### config.mk
export PLATFORM = sky130hd
export DESIGN_NAME = bus_master_port_flat
export DESIGN_NICKNAME = d
export VERILOG_FILES = /design/src/rtl/bus_pkg.sv /design/src/rtl/bus_master_port_if.sv /design/src/rtl/bus_piso.sv /design/src/rtl/bus_master_port.sv /design/src/flat_wrapper.sv
export SDC_FILE = /design/constraint.sdc
export NUM_CORES = 1
export LEC_CHECK = 0
export ABC_AREA = 1
export CAP_MARGIN = 20
export CORE_UTILIZATION = 35
export CTS_BUF_LIST = sky130_fd_sc_hd__clkbuf_4
export DETAILED_ROUTE_END_ITERATION = 7
export GPL_ROUTABILITY_DRIVEN = 1
export SLEW_MARGIN = 30
export SYNTH_ARGS = -nofsm -noshare
export SYNTH_HDL_FRONTEND = slang
export SYNTH_SLANG_ARGS = --single-unit
### constraint.sdc
create_clock -name clk -period 2.2 [get_ports clk]
set_clock_uncertainty 0.05 [all_clocks]
set_input_delay 0.44 -clock clk [delete_from_list [all_inputs] [get_ports clk]]
set_output_delay 0.44 -clock clk [all_outputs]
set_load 0.005 [all_outputs]
### src/rtl/bus_pkg.sv
// ---------------------------------------------------------------------------
// bus_pkg
// Shared definitions for the serial bus master port and its arbiter:
//   - state_t        : sequencer states of bus_master_port
//   - SEL_BITS       : width of the slave select field
//   - SLAVE_*        : slave index constants (SLAVE_INVALID is rejected)
//   - max_int()      : elaboration-time helper for sizing counters
// ---------------------------------------------------------------------------
package bus_pkg;

    localparam int SEL_BITS = 2;

    localparam logic [SEL_BITS-1:0] SLAVE_0       = 2'd0;
    localparam logic [SEL_BITS-1:0] SLAVE_1       = 2'd1;
    localparam logic [SEL_BITS-1:0] SLAVE_2       = 2'd2;
    localparam logic [SEL_BITS-1:0] SLAVE_INVALID = 2'd3;

    typedef enum logic [3:0] {
        IDLE,
        REQ,
        SEL1,
        SEL0,
        CONN,
        ADDR,
        DATA,
        ACK,
        DONE
    } state_t;

    function automatic int max_int(input int a, input int b);
        return (a > b) ? a : b;
    endfunction

endpackage

### src/rtl/bus_master_port_if.sv
// ---------------------------------------------------------------------------
// bus_master_port_if
// Command/response and serial bus signals of one master port.
//   master modport : the bus_master_port side
//   slave  modport : the core / arbiter side driving commands and bus inputs
// Command: cmd_valid, cmd_ready, cmd_slave, cmd_addr, cmd_data
// Response: rsp_valid, rsp_error
// Bus: bus_request, bus_address_valid, bus_address, bus_data, bus_valid,
//      bus_available, bus_ready
// ---------------------------------------------------------------------------
interface bus_master_port_if #(
    parameter int ADDR_WIDTH = 12,
    parameter int DATA_WIDTH = 8
);
    import bus_pkg::*;

    logic                  cmd_valid;
    logic                  cmd_ready;
    logic [SEL_BITS-1:0]   cmd_slave;
    logic [ADDR_WIDTH-1:0] cmd_addr;
    logic [DATA_WIDTH-1:0] cmd_data;
    logic                  rsp_valid;
    logic                  rsp_error;
    logic                  bus_request;
    logic                  bus_address_valid;
    logic                  bus_address;
    logic                  bus_data;
    logic                  bus_valid;
    logic                  bus_available;
    logic                  bus_ready;

    modport master (
        input  cmd_valid, cmd_slave, cmd_addr, cmd_data, bus_available, bus_ready,
        output cmd_ready, rsp_valid, rsp_error, bus_request, bus_address_valid,
               bus_address, bus_data, bus_valid
    );

    modport slave (
        output cmd_valid, cmd_slave, cmd_addr, cmd_data, bus_available, bus_ready,
        input  cmd_ready, rsp_valid, rsp_error, bus_request, bus_address_valid,
               bus_address, bus_data, bus_valid
    );

endinterface

### src/rtl/bus_piso.sv
// ---------------------------------------------------------------------------
// bus_piso
// Loadable parallel-in serial-out shifter, MSB first.
//   clk, reset : clock and synchronous active-high reset (control only)
//   i_load     : capture i_data; its MSB appears on o_bit
//   i_data     : parallel word
//   i_shift    : advance to the next lower bit
//   o_bit      : current serial bit
//   o_done     : the bit on o_bit is the last one of the word
// ---------------------------------------------------------------------------
module bus_piso #(
    parameter int WIDTH = 8
) (
    input  logic             clk,
    input  logic             reset,
    input  logic             i_load,
    input  logic [WIDTH-1:0] i_data,
    input  logic             i_shift,
    output logic             o_bit,
    output logic             o_done
);
    localparam int LEFT_W = (WIDTH > 1) ? $clog2(WIDTH) : 1;

    logic [WIDTH-1:0]  r_shift;
    logic [LEFT_W-1:0] r_left;

    // r_left counts the bits still queued behind the one on o_bit.
    always_ff @(posedge clk) begin
        if (reset) begin
            r_left <= '0;
        end else if (i_load) begin
            r_left <= LEFT_W'(WIDTH - 1);
        end else if (i_shift && (r_left != '0)) begin
            r_left <= r_left - 1'b1;
        end
    end

    always_ff @(posedge clk) begin
        if (i_load) begin
            r_shift <= i_data;
        end else if (i_shift) begin
            r_shift <= r_shift << 1;
        end
    end

    assign o_bit  = r_shift[WIDTH-1];
    assign o_done = (r_left == '0);

endmodule

### src/rtl/bus_master_port.sv
// ---------------------------------------------------------------------------
// bus_master_port
// Master-side sequencer for the shared serial bus. Converts one parallel
// write command into request / select / address / data serial traffic,
// retries lost arbitration, waits for the slave ack and returns a one-cycle
// response with error status.
//   clk, reset : clock, synchronous active-high reset
//   bus        : bus_master_port_if.master (command, response, bus pins)
// All outputs are registered: each is computed from the state being entered,
// so the value seen during a state belongs to that state.
// ---------------------------------------------------------------------------
module bus_master_port
    import bus_pkg::*;
#(
    parameter int ADDR_WIDTH  = 12,
    parameter int DATA_WIDTH  = 8,
    parameter int ACK_TIMEOUT = 16
) (
    input  logic               clk,
    input  logic               reset,
    bus_master_port_if.master  bus
);
    localparam int CNT_W = (max_int(ADDR_WIDTH, DATA_WIDTH) > 1) ?
                           $clog2(max_int(ADDR_WIDTH, DATA_WIDTH)) : 1;
    localparam int TMO_W = $clog2(ACK_TIMEOUT + 1);

    state_t              r_state, w_state_next;
    logic [SEL_BITS-1:0] r_slave;
    logic [CNT_W-1:0]    r_cnt;
    logic [TMO_W-1:0]    r_tmo, w_tmo_inc;
    logic                w_err, w_accept;

    logic r_cmd_ready, r_rsp_valid, r_rsp_error, r_bus_request;
    logic r_bus_address_valid, r_bus_address, r_bus_data, r_bus_valid;
    logic w_cmd_ready, w_rsp_valid, w_rsp_error, w_bus_request;
    logic w_bus_address_valid, w_bus_address, w_bus_data, w_bus_valid;

    logic w_addr_bit, w_addr_done, w_addr_shift;
    logic w_data_bit, w_data_done, w_data_shift;

    assign w_accept  = (r_state == IDLE) && bus.cmd_valid;
    assign w_tmo_inc = r_tmo + 1'b1;

    // A shifter advances when its current bit is being registered onto the
    // bus line, and stops once its last bit has been reached.
    assign w_addr_shift = (w_state_next == ADDR) && !w_addr_done;
    assign w_data_shift = (w_state_next == DATA) && !w_data_done;

    bus_piso #(.WIDTH(ADDR_WIDTH)) u_addr_piso (
        .clk     (clk),
        .reset   (reset),
        .i_load  (w_accept),
        .i_data  (bus.cmd_addr),
        .i_shift (w_addr_shift),
        .o_bit   (w_addr_bit),
        .o_done  (w_addr_done)
    );

    bus_piso #(.WIDTH(DATA_WIDTH)) u_data_piso (
        .clk     (clk),
        .reset   (reset),
        .i_load  (w_accept),
        .i_data  (bus.cmd_data),
        .i_shift (w_data_shift),
        .o_bit   (w_data_bit),
        .o_done  (w_data_done)
    );

    always_comb begin
        w_state_next        = r_state;
        w_err               = 1'b0;
        w_cmd_ready         = 1'b0;
        w_rsp_valid         = 1'b0;
        w_rsp_error         = 1'b0;
        w_bus_request       = 1'b0;
        w_bus_address_valid = 1'b0;
        w_bus_address       = 1'b0;
        w_bus_data          = 1'b0;
        w_bus_valid         = 1'b0;

        case (r_state)
            IDLE: begin
                if (bus.cmd_valid) begin
                    if (bus.cmd_slave == SLAVE_INVALID) begin
                        w_state_next = DONE;
                        w_err        = 1'b1;
                    end else begin
                        w_state_next = REQ;
                    end
                end
            end
            REQ:  if (bus.bus_available) w_state_next = SEL1;
            // Losing the bus during the first select bit means the other
            // master won; restart selection from REQ.
            SEL1: w_state_next = bus.bus_available ? SEL0 : REQ;
            SEL0: w_state_next = CONN;
            CONN: w_state_next = ADDR;
            ADDR: if (r_cnt == CNT_W'(ADDR_WIDTH - 1)) w_state_next = DATA;
            DATA: if (r_cnt == CNT_W'(DATA_WIDTH - 1)) w_state_next = ACK;
            ACK: begin
                if (bus.bus_ready) begin
                    w_state_next = DONE;
                end else if (w_tmo_inc == TMO_W'(ACK_TIMEOUT)) begin
                    w_state_next = DONE;
                    w_err        = 1'b1;
                end
            end
            DONE:    w_state_next = IDLE;
            default: w_state_next = IDLE;
        endcase

        case (w_state_next)
            IDLE: w_cmd_ready = 1'b1;
            REQ: begin
                w_bus_request       = 1'b1;
                w_bus_address_valid = 1'b1;
            end
            SEL1: begin
                w_bus_request = 1'b1;
                w_bus_address = r_slave[1];
            end
            SEL0: begin
                w_bus_request = 1'b1;
                w_bus_address = r_slave[0];
            end
            CONN: w_bus_request = 1'b1;
            ADDR: begin
                w_bus_request = 1'b1;
                w_bus_valid   = 1'b1;
                w_bus_address = w_addr_bit;
            end
            DATA: begin
                w_bus_request = 1'b1;
                w_bus_valid   = 1'b1;
                w_bus_data    = w_data_bit;
            end
            ACK:  w_bus_request = 1'b1;
            DONE: begin
                w_rsp_valid = 1'b1;
                w_rsp_error = w_err;
            end
            default: w_cmd_ready = 1'b0;
        endcase
    end

    always_ff @(posedge clk) begin
        if (reset) begin
            r_state             <= IDLE;
            r_cnt               <= '0;
            r_tmo               <= '0;
            r_cmd_ready         <= 1'b1;
            r_rsp_valid         <= 1'b0;
            r_rsp_error         <= 1'b0;
            r_bus_request       <= 1'b0;
            r_bus_address_valid <= 1'b0;
            r_bus_address       <= 1'b0;
            r_bus_data          <= 1'b0;
            r_bus_valid         <= 1'b0;
        end else begin
            r_state             <= w_state_next;
            r_cmd_ready         <= w_cmd_ready;
            r_rsp_valid         <= w_rsp_valid;
            r_rsp_error         <= w_rsp_error;
            r_bus_request       <= w_bus_request;
            r_bus_address_valid <= w_bus_address_valid;
            r_bus_address       <= w_bus_address;
            r_bus_data          <= w_bus_data;
            r_bus_valid         <= w_bus_valid;
            // Both counters restart on every state change.
            if (w_state_next != r_state) begin
                r_cnt <= '0;
                r_tmo <= '0;
            end else begin
                if (r_state == ADDR || r_state == DATA) r_cnt <= r_cnt + 1'b1;
                if (r_state == ACK)                     r_tmo <= w_tmo_inc;
            end
        end
    end

    always_ff @(posedge clk) begin
        if (w_accept) r_slave <= bus.cmd_slave;
    end

    assign bus.cmd_ready         = r_cmd_ready;
    assign bus.rsp_valid         = r_rsp_valid;
    assign bus.rsp_error         = r_rsp_error;
    assign bus.bus_request       = r_bus_request;
    assign bus.bus_address_valid = r_bus_address_valid;
    assign bus.bus_address       = r_bus_address;
    assign bus.bus_data          = r_bus_data;
    assign bus.bus_valid         = r_bus_valid;

endmodule
### src/flat_wrapper.sv
// flat-port wrapper written by rule: the top's interface ports become plain ports
module bus_master_port_flat import bus_pkg::*;
#(
    parameter int ADDR_WIDTH  = 12,
    parameter int DATA_WIDTH  = 8,
    parameter int ACK_TIMEOUT = 16
)
  (clk, reset, bus_cmd_valid, bus_cmd_slave, bus_cmd_addr, bus_cmd_data, bus_bus_available, bus_bus_ready, bus_cmd_ready, bus_rsp_valid, bus_rsp_error, bus_bus_request, bus_bus_address_valid, bus_bus_address, bus_bus_data, bus_bus_valid);
  bus_master_port_if #(.ADDR_WIDTH(ADDR_WIDTH), .DATA_WIDTH(DATA_WIDTH)) bus_i ();
  input  logic clk;
  input  logic reset;
  input wire logic [$bits(bus_i.cmd_valid)-1:0] bus_cmd_valid;
  input wire logic [$bits(bus_i.cmd_slave)-1:0] bus_cmd_slave;
  input wire logic [$bits(bus_i.cmd_addr)-1:0] bus_cmd_addr;
  input wire logic [$bits(bus_i.cmd_data)-1:0] bus_cmd_data;
  input wire logic [$bits(bus_i.bus_available)-1:0] bus_bus_available;
  input wire logic [$bits(bus_i.bus_ready)-1:0] bus_bus_ready;
  output wire logic [$bits(bus_i.cmd_ready)-1:0] bus_cmd_ready;
  output wire logic [$bits(bus_i.rsp_valid)-1:0] bus_rsp_valid;
  output wire logic [$bits(bus_i.rsp_error)-1:0] bus_rsp_error;
  output wire logic [$bits(bus_i.bus_request)-1:0] bus_bus_request;
  output wire logic [$bits(bus_i.bus_address_valid)-1:0] bus_bus_address_valid;
  output wire logic [$bits(bus_i.bus_address)-1:0] bus_bus_address;
  output wire logic [$bits(bus_i.bus_data)-1:0] bus_bus_data;
  output wire logic [$bits(bus_i.bus_valid)-1:0] bus_bus_valid;
  assign bus_i.cmd_valid = bus_cmd_valid;
  assign bus_i.cmd_slave = bus_cmd_slave;
  assign bus_i.cmd_addr = bus_cmd_addr;
  assign bus_i.cmd_data = bus_cmd_data;
  assign bus_i.bus_available = bus_bus_available;
  assign bus_i.bus_ready = bus_bus_ready;
  assign bus_cmd_ready = bus_i.cmd_ready;
  assign bus_rsp_valid = bus_i.rsp_valid;
  assign bus_rsp_error = bus_i.rsp_error;
  assign bus_bus_request = bus_i.bus_request;
  assign bus_bus_address_valid = bus_i.bus_address_valid;
  assign bus_bus_address = bus_i.bus_address;
  assign bus_bus_data = bus_i.bus_data;
  assign bus_bus_valid = bus_i.bus_valid;
  bus_master_port #(.ADDR_WIDTH(ADDR_WIDTH), .DATA_WIDTH(DATA_WIDTH), .ACK_TIMEOUT(ACK_TIMEOUT)) u_core (.clk(clk), .reset(reset), .bus(bus_i));
endmodule
==> flow_metrics.py <==
metrics = {
    "outcome": {
        "status": "finished, violations left",
        "failed_checks": "design-rule violations",
    },
    "power": {
        "p_per_area_nw_per_um2": 684,
        "power.switching_uw": 545,
        "ir_worst_vdd_mv": 0.318,
        "p_int_uw": 1480,
        "p_clk_frac": 0.269,
        "swShare": 0.269,
        "seqPwrFrac": 0.547,
        "p_leak_uw": 0.00129,
        "combPwrFrac": 0.184,
    },
    "synthesis": {
        "syn-num-nets": 319,
        "ys_warn_count": 0,
        "synth_xor_area_frac": 0.0253,
        "yosysSeqAreaShare": 0.515,
        "synth_top_family_by_area": "simple AND/OR/NAND/NOR gates",
        "synthMuxAreaShare": 0.00844,
        "synth_compound_area_frac": 0.0417,
        "yosys.area_share.simple": 0.312,
        "synthDistinctLibCells": 31,
        "syn_area_um2": 2370,
        "synthAdderAreaFrac": 0.0264,
        "syn_inst": 287,
        "syn_area_per_cell_um2": 8.26,
        "ys_ff_latch": 50,
    },
    "placed_design": {
        "portBuffers": 34,
        "gp_congestion": 0.834,
        "pre_cts_ws_ns": 0.0335,
        "dpl.hpwl_um": 3300,
    },
    "clocking": {
        "cts_root_buffer": "clkbuf_4",
        "ctsLongestPathBuffers": 2,
        "hold_buffers": 0,
        "cts_tree": "built",
        "h-tree-depth": 2,
        "insertion_delay_ns": 0.38,
        "path_clk_slew_ns": 0.16,
        "numCtsBuffers": 5,
        "clkSinkCount": 50,
    },
    "worst_setup_path": {
        "r2r_start": "u_core.r_tmo[0]",
        "worst_setup_path_start_kind": "flip-flop",
        "cpPeakStageDelay_ns": 0.39,
        "reg2reg_to": "u_core.r_tmo[2]",
        "path_buf_inv": 1,
        "critPathRequiredTime_ns": 2.48,
        "crit_arrival_ns": 2.23,
        "crit_path_frequent_cell": "nand2_1",
        "r2r_slack_ns": 0.25,
        "cpMaxStageDelayCell": "dfxtp_2",
        "cp_cell_sequence": "ha_2, nand4_1, nand2_1, nand3_1, nand2_1, nand3_2, buf_4, xor2_2, nand4_4, nor2_1",
        "cp_num_cells": 10,
        "ff2ff_path_depth": 10,
        "critical_path.max_fanout": 9,
        "end_kind": "flip-flop",
        "crit_type": "flip-flop to flip-flop",
        "cp_top_family": "simple AND/OR/NAND/NOR gates",
    },
    "sta": {
        "tns_ns": 0,
        "final-setup-viol-count": 0,
        "fin_crit_sh": 0.886,
        "tightest_slew_ns": 0.661,
        "hold_ws_ns": 0.447,
        "worst_slack_ns": 0.250,
        "rsz0062_at_grt": "false",
        "period_needed_ns": 1.95,
        "slew_violations": 0,
        "maxSlewHeadroom": 0.555,
        "finalHoldViolCount": 0,
        "fmax_mhz": 513,
    },
    "die": {
        "core_area_um2": 6460,
        "dieArea_um2": 7110,
        "ios": 35,
        "die_h_um": 84.3,
        "start_util": 0.367,
        "rows": 29,
        "die_w_um": 84.3,
    },
    "detailed_routing": {
        "drt_pass1_iterations": 6,
        "vias": 1889,
        "routed_wl_um": 4400,
        "avgRoutedWirePerCell_um": 10.7,
        "vias_per_cell": 4.61,
        "drc_errors": 1,
        "drt_iter0_drc": 107,
        "ant_nets": 0,
    },
    "cells_and_area": {
        "fin_nets": 364,
        "final_core_util": 0.459,
        "drive_gt1_frac": 0.117,
        "n_antenna_cell": 0,
        "multi_input_area_um2": 990,
        "syn_to_final_growth_pct": 25.0,
        "layout_commonest_cell": "nand2_1",
        "num-fill-cells": 674,
        "regArea_um2": 1220,
        "layout_common_cells": "100 x nand2_1, 36 x inv_1, 34 x clkdlybuf4s50_1",
    },
    "global_routing": {
        "grt_pass1_vias": 1752,
        "grt_pass1_wl_um": 7840,
        "grt_remaining_overflow": 0,
        "grt_max_degree": 21,
        "grtUsageTotal": 0.138,
        "antenna_found_initial": 0,
    },
    "worst_hold_path": {
        "holdCritStartpoint": "u_core.u_data_piso.r_shift[7]",
        "min_path_cells": 2,
        "hold_class": "flip-flop to flip-flop",
        "whs_endpoint": "u_core.bus.bus_data",
    },
    "job": {
        "maxCapViolations": 0,
    },
}
==> Yosys cell counts <==
| library cell | instances | area, µm² |
|---|---|---|
| ha_1 | 5 | 62.6 |
| o31ai_1 | 1 | 7.51 |
| nand3_2 | 2 | 20.0 |
| nor2_2 | 4 | 25.0 |
| xor2_1 | 3 | 26.3 |
| buf_2 | 2 | 10.0 |
| nor2_1 | 25 | 93.8 |
| edfxtp_1 | 22 | 661 |
| inv_2 | 2 | 7.51 |
| nor3_1 | 4 | 20.0 |
| o21ai_0 | 9 | 45.0 |
| nand3_1 | 13 | 65.1 |
| inv_1 | 36 | 135 |
| nand2_4 | 1 | 11.3 |
| nand4_1 | 5 | 31.3 |
| a21oi_1 | 3 | 15.0 |
| nor4_1 | 2 | 12.5 |
| nand2_2 | 2 | 12.5 |
| xnor2_1 | 2 | 17.5 |
| xor2_2 | 1 | 16.3 |
| dfxtp_1 | 28 | 561 |
| nand4_4 | 1 | 21.3 |
| nand2_1 | 100 | 375 |
| o32a_1 | 1 | 10.0 |
| mux2i_1 | 2 | 20.0 |
| nand4_2 | 1 | 12.5 |
| clkbuf_1 | 4 | 15.0 |
| nor2_4 | 2 | 22.5 |
| nand3_4 | 1 | 17.5 |
| a21oi_2 | 1 | 8.76 |
| a31oi_1 | 2 | 12.5 |
==> through the flow <==
step | power (µW) | cells | cell area (µm²)
final | 2030 | 410 | 2960
after global routing | 2150 | 410 | 2960
after CTS | 2050 | 410 | 2950
after detailed placement | 1510 | 402 | 2870
after global placement | 1500 | 402 | 2870
after floorplan | 1350 | 287 | 2370
==> tightest hold or removal path, delay by kind of cell (launching register included) <==
family	cells	cell delay [ns]
flops	1	0.35
simple gates	2	0.13
==> power groups by stage <==
stage | sequential, µW | combinational, µW | clock [µW]
finish | 1110 | 373 | 545
global placement | 1130 | 375 | 0
global route | 1120 | 431 | 597
floorplan | 1120 | 227 | 0
CTS | 1110 | 380 | 558
detailed placement | 1130 | 379 | 0
==> cell type report <==
cell class / instances / share of cell area
tap: 77 / 0.0325
timing repair buffer: 44 / 0.144
clock inverter: 3 / 0.0152
inverter: 38 / 0.0481
multi-input combinational: 193 / 0.334
sequential: 50 / 0.413
clock buffer: 5 / 0.0127
==> repair_timing <==
| action | CTS | global route |
|---|---|---|
| buffers inserted | 0 | 0 |
| resized for setup | 0 | 4 |
| endpoints found under the setup margin | 0 | 19 |
| endpoints found under the hold margin | 0 | 0 |
==> layer usage <==
layer | vias to the layer above | wire (µm) | GRT usage
met4 | 0 | 48 | 0.0376
met1 | 837 | 2200 | 0.177
met3 | 7 | 177 | 0.0364
met5 | - | 0 | 0
met2 | 40 | 1970 | 0.229
li1 | 1005 | - | -
==> state kept, by name (all words and copies together) (netlist names) <==
register	count
u_core.u_addr_piso.r_shift	12
u_core.u_data_piso.r_shift	8
u_core.r_tmo	5
u_core.r_cnt	4
u_core.r_state	4
u_core.u_addr_piso.r_left	4
u_core.u_data_piso.r_left	3
u_core.r_slave	2
u_core.bus.bus_address	1
u_core.bus.bus_address_valid	1
u_core.bus.bus_data	1
u_core.bus.bus_request	1
u_core.bus.bus_valid	1
u_core.bus.cmd_ready	1
u_core.bus.rsp_error	1
u_core.bus.rsp_valid	1
==> how the worst max path moves through the flow <==
stage / start / endpoint / slack, ns
floorplan: u_core.r_tmo[0] / u_core.u_data_piso.r_shift[0] / 0.31
global placement: bus_bus_available / u_core.u_data_piso.r_shift[3] / 0.05
detailed placement: bus_bus_available / u_core.u_data_piso.r_shift[0] / 0.03
CTS: u_core.r_tmo[0] / u_core.u_data_piso.r_shift[2] / 0.10
global route: u_core.r_tmo[0] / u_core.r_tmo[4] / 0.02
finish: u_core.r_tmo[0] / u_core.r_tmo[2] / 0.25
==> logic make-up (layout without fill, tap and decap cells) <==
kind of cell / count (synthesis) / after routing
xor gates and xnor gates: 6 / 6
muxes: 2 / 2
adders and majority gates: 5 / 5
AOI/OAI and AO/OA: 17 / 17
buffers and inverters: 44 / 90
DFF: 50 / 50
and+or+nand+nor: 163 / 163
Note: power is estimated with default switching activity, not from simulation.
